<file path="src/rtl/x2050_stat.sv">
// 2050 STAT register S0..S7 with decimal carry (S1) and sticky nonzero (S2) latches.
// S1 is loaded from the byte-selected carry on DCBS; adder reads it back one iteration later.
module x2050_stat (
    input  logic       i_clk,
    input  logic       i_reset,
    input  logic       i_adv,
    input  logic [3:0] i_ss,
    input  logic [3:0] i_e,
    input  logic       i_ad_dcbs,
    input  logic       i_cx_bs,
    input  logic       i_z_nz,
    input  logic       i_ci_stat,
    output logic [7:0] o_stat,
    output logic       o_carry_in,
    output logic       o_dec_nz,
    output logic       o_dec_cy_chg
);

    typedef enum logic [3:0] {
        SS_NOP     = 4'd0,
        SS_EMIT    = 4'd1,
        SS_SET_S0  = 4'd2,
        SS_CLR_S1  = 4'd3,
        SS_ACC_NZ  = 4'd4,
        SS_DEC_BEG = 4'd5,
        SS_SET_S4  = 4'd6,
        SS_CLR_S4  = 4'd7,
        SS_CLR_ALL = 4'd8
    } ss_e;

    // Bit 7 is S0, bit 0 is S7.
    localparam int unsigned S0 = 7;
    localparam int unsigned S1 = 6;
    localparam int unsigned S2 = 5;
    localparam int unsigned S4 = 3;

    logic [7:0] r_stat;
    logic       r_cy_chg;
    logic [7:0] w_next;

    always_comb begin
        w_next = r_stat;
        case (i_ss)
            SS_EMIT:    w_next[7:4] = i_e;
            SS_SET_S0:  w_next[S0]  = 1'b1;
            SS_CLR_S1:  w_next[S1]  = 1'b0;
            SS_ACC_NZ:  w_next[S2]  = r_stat[S2] | i_z_nz;
            SS_DEC_BEG: begin
                w_next[S2] = 1'b0;
                w_next[S1] = 1'b0;
            end
            SS_SET_S4:  w_next[S4]  = 1'b1;
            SS_CLR_S4:  w_next[S4]  = 1'b0;
            SS_CLR_ALL: w_next      = '0;
            default:    w_next      = r_stat;
        endcase
        // DCBS carry latch wins over any SS effect on S1.
        if (i_ad_dcbs) begin
            w_next[S1] = i_cx_bs;
        end
    end

    always_ff @(posedge i_clk) begin
        if (i_reset) begin
            r_stat   <= '0;
            r_cy_chg <= 1'b0;
        end else if (i_adv) begin
            r_stat   <= w_next;
            r_cy_chg <= w_next[S1] ^ r_stat[S1];
        end else begin
            r_cy_chg <= 1'b0;
        end
    end

    assign o_stat       = r_stat;
    assign o_carry_in   = i_ci_stat & r_stat[S1];
    assign o_dec_nz     = r_stat[S2];
    assign o_dec_cy_chg = r_cy_chg;

endmodule
</file>
<file path="config.mk">
export PLATFORM = sky130hd
export DESIGN_NAME = x2050_stat
export DESIGN_NICKNAME = d
export VERILOG_FILES = /design/src/rtl/x2050_stat.sv
export SDC_FILE = /design/constraint.sdc
export NUM_CORES = 1
export LEC_CHECK = 0
export ABC_AREA = 1
export BUFFER_PORTS_ARGS = -buffer_cell sky130_fd_sc_hd__buf_4
export CORE_AREA = 2 2 39 41
export DETAILED_ROUTE_END_ITERATION = 8
export DIE_AREA = 0 0 41 43
export PLACE_DENSITY = 0.76
export SYNTH_ARGS = -nofsm -noshare
export SYNTH_HDL_FRONTEND = slang
export SYNTH_SLANG_ARGS = --single-unit
</file>
<file path="constraint.sdc">
create_clock -name i_clk -period 1.1 [get_ports i_clk]
set_clock_uncertainty 0.15 [all_clocks]
set_input_delay 0.22 -clock i_clk [delete_from_list [all_inputs] [get_ports i_clk]]
set_output_delay 0.22 -clock i_clk [all_outputs]
set_load 0.1 [all_outputs]
</file>
==> results of run 1 <==
metal layers:
metal	vias to the layer above	GRT usage (%)	part of all wire, %
met3	0	6.28	5.5
li1	289	-	-
met4	0	2.00	0
met2	14	23.1	53
met5	-	0	0
met1	221	17.0	41
placed cells by master, fill, tap and decap left out:
cell type	n
buf_4	24
nand2_1	18
inv_1	8
nand3_1	7
buf_12	7
nor2_1	5
dfxtp_2	4
inv_2	3
nor2_2	3
conb_1	3
clkbuf_4	3
nand2_2	2
nor2_4	2
a21oi_1	2
o21ai_0	2
dfxtp_4	2
nand2_4	1
clkinvlp_4	1
o21ai_1	1
nor3_1	1
a21boi_2	1
or2_2	1
nand3_2	1
a21oi_2	1
a31oi_1	1
o21bai_1	1
buf_6	1
final cells by class:
cell class	count	area [µm²]
Multi-Input combinational cell	53	278
Clock buffer	3	22.5
Fill cell	135	551
Timing Repair Buffer	32	332
Tap cell	16	20.0
Inverter	12	48.8
Sequential cell	6	133
worst max-delay path: cells and delay by family, from the launching register on:
family,cells,cell delay [ns]
flops,1,0.36
simple gates,1,0.06
buf+inv,2,0.26
flip-flops by register name, indices dropped and copies added (netlist names):
| signal | cells |
|---|---|
| o_stat | 5 |
| o_dec_cy_chg | 1 |
where the power goes:
part	switching (W)	internal (W)	total [W]
sequential	0.0000141	0.000228	0.000242
combinational	0.000227	0.000132	0.000359
clock	0.0000720	0.000123	0.000195
total	0.000313	0.000483	0.000796
cells by family (layout without fill, tap and decap cells):
kind of cell           Yosys count  in the layout  share of synthesized area (%)
flip-flops                       6              6                           26.9
AND/OR/NAND/NOR                 41             41                           43.1
other                            1              3                          0.840
buffers and inverters           16             47                           16.8
AO/OA/AOI/OAI                    9              9                           12.3
per-stage QoR:
step                TNS (ns)  total power, W
global route          -0.962        0.000851
finish                -0.581        0.000796
global placement      -0.625        0.000553
CTS                   -0.654        0.000806
detailed placement    -0.649        0.000555
floorplan             -0.630        0.000477
how the worst max path moves through the flow:
stage | start | end | slack (ns)
after CTS | o_stat[6] | o_carry_in | -0.19
after detailed placement | i_ss[2] | o_dec_cy_chg | -0.17
after global routing | o_stat[6] | o_carry_in | -0.23
final | o_stat[6] | o_carry_in | -0.18
after floorplan | o_stat[6] | o_carry_in | -0.30
after global placement | i_ss[1] | o_dec_cy_chg | -0.17
repair_timing:
item / CTS / global route
endpoints found under the hold margin: 0 / 0
pin swaps: 0 / 5
resized for setup: 23 / 2
buffers inserted: 2 / 1
setup endpoints to repair: 8 / 11
==> impl_metrics.yaml, run 1 <==
layout:
  layout-drive-gt1-share_pct: 53.8
  stdcell_area_um2: 833
  instances_no_fill: 122
  nets: 123
  area_delta_synth_final_pct: 86.6
  diodes: 0
  fin_util_pct: 60.2
timing:
  min_period_ns: 1.28
  whs_ns: 0.0557
  fmax_mhz: 780
  fin_ws_ns: -0.183
  setup_viol: 8
  grt_setup_unrepaired: "true"
  slew_viol_final: 0
  hold_viol: 0
  min_period_over_period_pct: 117
hold_path:
  hold_class: "in -> reg"
  hold_depth: 3
  min_to: "o_stat[7]"
  min_from: "i_e[3]"
placement:
  dp_hpwl_um: 835
  placed_cell_area_um2: 684
  routabilityCongestion: 0.812
  port_buffers: 22
  pre_cts_slack_ns: -0.168
  placedCellCount: 116
critical_path:
  timing.reg2reg.setup_slack_ns: 0.01
  max_stage_delay_ns: 0.36
  crit_chain: "nand2_4 -> clkinvlp_4 -> buf_12"
  cp.required_ns: 0.73
  reg2reg_from: "o_stat[6]"
  crit_arrival_ns: 0.91
  start_kind: "flip-flop"
  criticalPathCategory: "reg -> out"
  cp_max_fo: 5
  cp_slowest_cell: "dfxtp_4"
  cp-end-kind: "output port"
  r2r-end: "o_dec_cy_chg"
  r2r_cells: 5
global_routing:
  grt_max_degree: 6
  grt_pass1_wl_mm: 1.75
  grt_antenna_before_repair: 0
  grt_pass1_vias: 463
  gr-total-overflow: 0
  track_usage_pct: 14.3
clock_network:
  worstSkewPairLatency_ns: 0.24
  hold_buffers: 0
  cts_buffer_depth: 2
  clockRootBuffer: "clkbuf_4"
  cts_sinks: 6
  cts_made_buffers: 3
  path_clk_slew_ns: 0.04
  htree_levels: 1
  cts_tree: "built"
detailed_routing:
  drcViolationCount: 0
  final_antenna_net_count: 0
  drt_iter0_drc: 3
  viasPerCell: 4.30
  wl_mm: 1.11
  wl_per_cell_um: 9.06
  first_pass_iters: 4
  vias: 524
die:
  io_pins: 26
  initial_utilization_pct: 32.3
  rows: 14
  die_area_um2: 1760
  coreArea_um2: 1380
  die_h_um: 43
  die_w_um: 41
power_and_ir_drop:
  powerDensity_nw_per_um2: 956
  p_leak_nw: 0.439
  ir_worst_vdd_mv: 0.624
synth:
  synth_area_leaders: "dfxtp_1, nand2_1, nand3_1"
  synthArstFlopShare_pct: 0
  synth.most_common_cell: "nand2_1"
  synthFlopType: "dfxtp_1"
  yosys_warnings: 0
  synth_cell_types: 20
  yosys_register_bits: 6
  synth_edf_count: 0
  synth_area_um2: 447
  yosysTopAreaCellShare_pct: 26.9
  ys_top_cells_by_count: "nand2_1, inv_1, nand3_1, dfxtp_1, nor2_1"
  yosysSeqAreaShare_pct: 26.9
  yosysTopAreaCell: "dfxtp_1"
  syn_area_per_cell_um2: 6.12
  synth_cells: 73
run:
  drv_cap: 0
outcome:
  violations: "negative setup slack"
  run_status: "complete, but fails checks"
Note: power is estimated with default switching activity, not from simulation.
==> inputs of run 2 (changes only) <==
--- a/constraint.sdc
+++ b/constraint.sdc
@@ -4,2 +4,2 @@
 set_output_delay 0.22 -clock i_clk [all_outputs]
-set_load 0.1 [all_outputs]
+set_load 0.005 [all_outputs]
==> run 2 against run 1 <==
  * The flow still finishes with violations (negative setup slack)
  * Count of clock-buffer cells in the layout did not move
  * Setup slack improved by 0.068 ns
  * Power fell by 24%
  * Cell count shrank 1.6%
  * Core utilization decreased by 8.4 points
  * Register-to-register slack better by 0.04 ns
  * Final area down 14%
  * Sequential power down 3%
  * Via count down 2.7%
  * Sequential share of layout area grew 1.5 points
  * Worst hold slack improved by 0.0045 ns
  * Highest routed layer unchanged
==> impl_metrics.yaml, run 2 (synthesis results as in run 1) <==
critical_path:
  crit_chain: "buf_6 -> nand2_2 -> inv_2 -> buf_6"
  critPathLaunch: "o_stat[6]"
  cp-end-kind: "output port"
  cpMostUsedCell: "buf_6"
  start_kind: "flip-flop"
  cp_max_fo: 4
  cp_slowest_cell: "dfxtp_2"
  max_stage_delay_ns: 0.32
  criticalPathCategory: "reg -> out"
  crit_arrival_ns: 0.84
  reg2reg_from: "o_stat[6]"
  cp.required_ns: 0.73
detailed_routing:
  wl_per_cell_um: 8.77
  drcViolationCount: 0
  final_antenna_net_count: 0
  drt_iter0_drc: 4
  first_pass_iters: 3
  viasPerCell: 4.25
  wl_mm: 1.05
  vias: 510
die:
  die_h_um: 43
  coreArea_um2: 1380
  die_w_um: 41
  rows: 14
  die_area_um2: 1760
  initial_utilization_pct: 32.3
  io_pins: 26
clock_network:
  clockRootBuffer: "clkbuf_4"
  path_clk_slew_ns: 0.04
  cts_tree: "built"
  cts_sinks: 6
  htree_levels: 1
  cts_made_buffers: 3
  worstSkewPairLatency_ns: 0.24
  cts_buffer_depth: 2
layout:
  final_cell_mix: "buf_4, nand2_1, nand3_1"
  nets: 121
  layout-drive-gt1-share_pct: 48.1
  area_delta_synth_final_pct: 60.5
  fin_util_pct: 51.8
  largest_register_ff_count: 5
  diodes: 0
  layout_commonest_cell: "buf_4"
hold_path:
  hold_class: "in -> reg"
  min_from: "i_e[3]"
timing:
  whs_ns: 0.0602
  min_period_over_period_pct: 110
  slew_viol_final: 0
  fmax_mhz: 824
  min_period_ns: 1.21
  hold_viol: 0
  fin_ws_ns: -0.114
  setup_viol: 2
  grt_setup_unrepaired: "true"
power_and_ir_drop:
  intPower_w: 0.000453
  ir_worst_vdd_mv: 0.656
  combPwrFrac_pct: 30.1
  pwr-share-seq_pct: 38.7
  sw_frac_of_total_pct: 25.5
  power_switching_w: 0.000155
  clkPwrFrac_pct: 31.2
  p_leak_nw: 0.406
  powerDensity_nw_per_um2: 848
global_routing:
  grtUsageMet3_pct: 6.28
  use_met2_pct: 22.2
  grtUsageMet1_pct: 14.8
  grt_pass1_wl_mm: 1.61
  grt_max_degree: 6
  grt_antenna_before_repair: 0
  gr-total-overflow: 0
  top_usage_layer: "met2"
  grt_pass1_vias: 438
  track_usage_pct: 13.0
placement:
  pre_cts_slack_ns: -0.176
  port_buffers: 22
  dp_hpwl_um: 900
  routabilityCongestion: 0.700
outcome:
  violations: "negative setup slack"
  run_status: "complete, but fails checks"
run:
  drv_cap: 0
-- run 2: worst max-delay path: cells and delay by family (launching register included) --
family / cells / cell delay, ns
simple gates: 1 / 0.05
buf+inv: 3 / 0.24
flops: 1 / 0.32
-- run 2: final timing paths --
| check | slack (ns) | depth (start not counted) | end |
|---|---|---|---|
| min | 0.06 | 3 | o_stat[7] |
| min reg2reg | 0.33 | 2 | o_stat[4] |
| max reg2reg | 0.05 | 6 | o_dec_cy_chg |
| max | -0.11 | 4 | o_carry_in |
-- run 2: final cells by class --
cell class / instances / area, µm²
Inverter: 12 / 45.0
Multi-Input combinational cell: 53 / 264
Fill cell: 142 / 667
Sequential cell: 6 / 125
Tap cell: 16 / 20.0
Clock buffer: 3 / 22.5
Timing Repair Buffer: 30 / 240
-- run 2: power groups by stage --
stage,registers (W),clock network (W),logic [W]
global route,0.000236,0.000213,0.000204
global placement,0.000238,0,0.000168
CTS,0.000236,0.000206,0.000177
detailed placement,0.000239,0,0.000171
floorplan,0.000241,0,0.0000831
finish,0.000235,0.000190,0.000183
-- run 2: per-stage QoR --
step	power, W	TNS, ns	std cells	area [µm²]
6_report	0.000608	-0.173	120	717
5_1_grt	0.000653	-0.219	120	717
4_1_cts	0.000618	-0.227	119	697
3_5_place_dp	0.000410	-0.715	116	663
3_3_place_gp	0.000406	-0.643	116	663
2_1_floorplan	0.000324	0	75	455
-- run 2: metal layers --
layer  part of all wire, %  up-vias
met5                     0        -
met4                     0        0
met2                    52       14
li1                      -      281
met3                   6.0        0
met1                    42      215
-- run 2: what timing repair did --
action / 4_1_cts / 5_1_grt
resized for setup: 5 / 6
hold endpoints to repair: 0 / 0
pin swaps: 1 / 1
hold buffers: 0 / 0
setup endpoints to repair: 4 / 7
buffers inserted: 0 / 1
==> inputs of run 3 (changes only) <==
Settings changed: SETUP_SLACK_MARGIN set to 0.15.
==> run 3 against run 2 <==
  * The flow still finishes with violations (negative setup slack)
  * Flip-flop and latch count unchanged
  * Clock power up 18%
  * Highest routed layer is now met4
  * Sequential share of layout area down 2.6 points
  * Global-route usage is 4.0 points higher
  * First-iteration DRC count rose by 130%
  * Cell count rose by 3.3%
  * Via count up 9.4%
  * Critical endpoint unchanged
  * Combinational power rose by 33%
  * Register-to-register slack got worse by 0.04 ns
  * Core utilization up 12 points
  * Non-clock buffer count is 3 higher
  * Largest cell class unchanged
==> impl_metrics.yaml, run 3 (synthesis results as in run 1) <==
outcome:
  run_status: "complete, but fails checks"
  violations: "negative setup slack"
hold_path:
  min_from: "i_e[3]"
  hold_class: "in -> reg"
  hold_depth: 3
  min_to: "o_stat[7]"
critical_path:
  crit_arrival_ns: 0.78
  r2r_cells: 6
  start_kind: "flip-flop"
  cp-end-kind: "output port"
  timing.reg2reg.setup_slack_ns: 0.01
  cp.required_ns: 0.73
  cp_max_fo: 4
  criticalPathCategory: "reg -> out"
  reg2reg_from: "o_stat[6]"
  r2r-end: "o_dec_cy_chg"
  critPathLaunch: "o_stat[6]"
clock_network:
  cts_buffer_depth: 2
  path_clk_slew_ns: 0.05
  cts_tree: "built"
  htree_levels: 1
  clockRootBuffer: "clkbuf_4"
  hold_buffers: 0
  worstSkewPairLatency_ns: 0.25
  cts_sinks: 6
  cts_made_buffers: 3
timing:
  whs_ns: 0.0646
  slew_viol_final: 0
  setup_viol: 1
  min_period_ns: 1.15
  fmax_mhz: 869
  grt_setup_unrepaired: "true"
  hold_viol: 0
  min_period_over_period_pct: 105
  fin_ws_ns: -0.0503
power_and_ir_drop:
  intPower_w: 0.000498
  powerDensity_nw_per_um2: 797
  combPwrFrac_pct: 34.6
  ir_worst_vdd_mv: 0.562
  power_switching_w: 0.000207
  sw_frac_of_total_pct: 29.3
  p_leak_nw: 0.456
  clkPwrFrac_pct: 31.8
  pwr-share-seq_pct: 33.5
die:
  coreArea_um2: 1380
  die_h_um: 43
  rows: 14
  initial_utilization_pct: 32.3
  die_w_um: 41
  die_area_um2: 1760
  io_pins: 26
detailed_routing:
  final_antenna_net_count: 0
  drt_iter0_drc: 9
  wl_mm: 1.26
  drcViolationCount: 0
  vias: 558
  viasPerCell: 4.50
  first_pass_iters: 4
  wl_per_cell_um: 10.2
layout:
  diodes: 0
  stdcell_area_um2: 885
  layout_commonest_cell: "buf_4"
  instances_no_fill: 124
  largest_register_ff_count: 5
  nets: 124
  fin_util_pct: 63.9
  multi_input_area_um2: 334
  register_area_um2: 131
  area_delta_synth_final_pct: 98.0
  final_cell_mix: "buf_4, nand2_1, buf_6"
  nFillCells: 144
  layout-drive-gt1-share_pct: 64.8
placement:
  dp_hpwl_um: 940
  port_buffers: 22
  placed_cell_area_um2: 757
  routabilityCongestion: 0.783
  placedCellCount: 118
  pre_cts_slack_ns: -0.182
global_routing:
  grtUsageMet1_pct: 18.2
  gr-total-overflow: 0
  grt_max_degree: 6
  grt_pass1_wl_mm: 2.01
  top_usage_layer: "met2"
  grt_antenna_before_repair: 0
  track_usage_pct: 16.9
  use_met2_pct: 28.4
  grtUsageMet3_pct: 7.85
  grt_pass1_vias: 494
run:
  drv_cap: 0
[run 3: changes by cell type in the layout (fill, tap and decap cells not counted), moves of 3 or more]
cell / change
buf_4: -4
buf_6: +5
dfxtp_1: -3
inv_1: -3
nand2_1: -5
nand2_2: +3
nor2_2: -3
nor2_4: +3
[run 3: routing by layer]
layer	up-vias	wire length [µm]
li1	292	-
met1	248	441
met2	16	732
met3	2	78
met4	0	8
met5	-	0
[run 3: cell type report]
type	instances	share of cell area, %
Clock buffer	4	2.97
Tap cell	16	2.26
Timing Repair Buffer	33	34.1
Multi-Input combinational cell	53	37.8
Inverter	12	8.06
Sequential cell	6	14.9
[run 3: what timing repair did]
item,CTS,global route
pin swaps,7,8
endpoints found under the setup margin,12,13
setup buffers,1,1
resized for setup,14,13
[run 3: worst max-delay path by stage]
| stage | slack, ns | cells after the start | end |
|---|---|---|---|
| CTS | -0.08 | 3 | o_carry_in |
| global placement | -0.14 | 9 | o_dec_cy_chg |
| finish | -0.05 | 3 | o_carry_in |
| floorplan | 0.06 | 6 | o_dec_cy_chg |
| detailed placement | -0.18 | 9 | o_dec_cy_chg |
| global route | -0.08 | 3 | o_carry_in |
[run 3: metrics by stage]
step	power, W	setup TNS (ns)
global placement	0.000445	-0.550
CTS	0.000691	-0.0766
floorplan	0.000346	0
detailed placement	0.000448	-0.657
finish	0.000705	-0.0503
global route	0.000752	-0.187
[run 3: power by group through the flow]
stage	sequential, W	combinational (W)	clock [W]
4_1_cts	0.000237	0.000225	0.000229
5_1_grt	0.000238	0.000266	0.000248
6_report	0.000236	0.000244	0.000225
2_1_floorplan	0.000240	0.000105	0
3_5_place_dp	0.000239	0.000209	0
3_3_place_gp	0.000239	0.000207	0
[run 3: worst max-delay path, stage by stage (launching register included)]
cell     delay [ns]
dfxtp_4        0.35
nand2_2        0.06
inv_2          0.03
buf_6          0.10
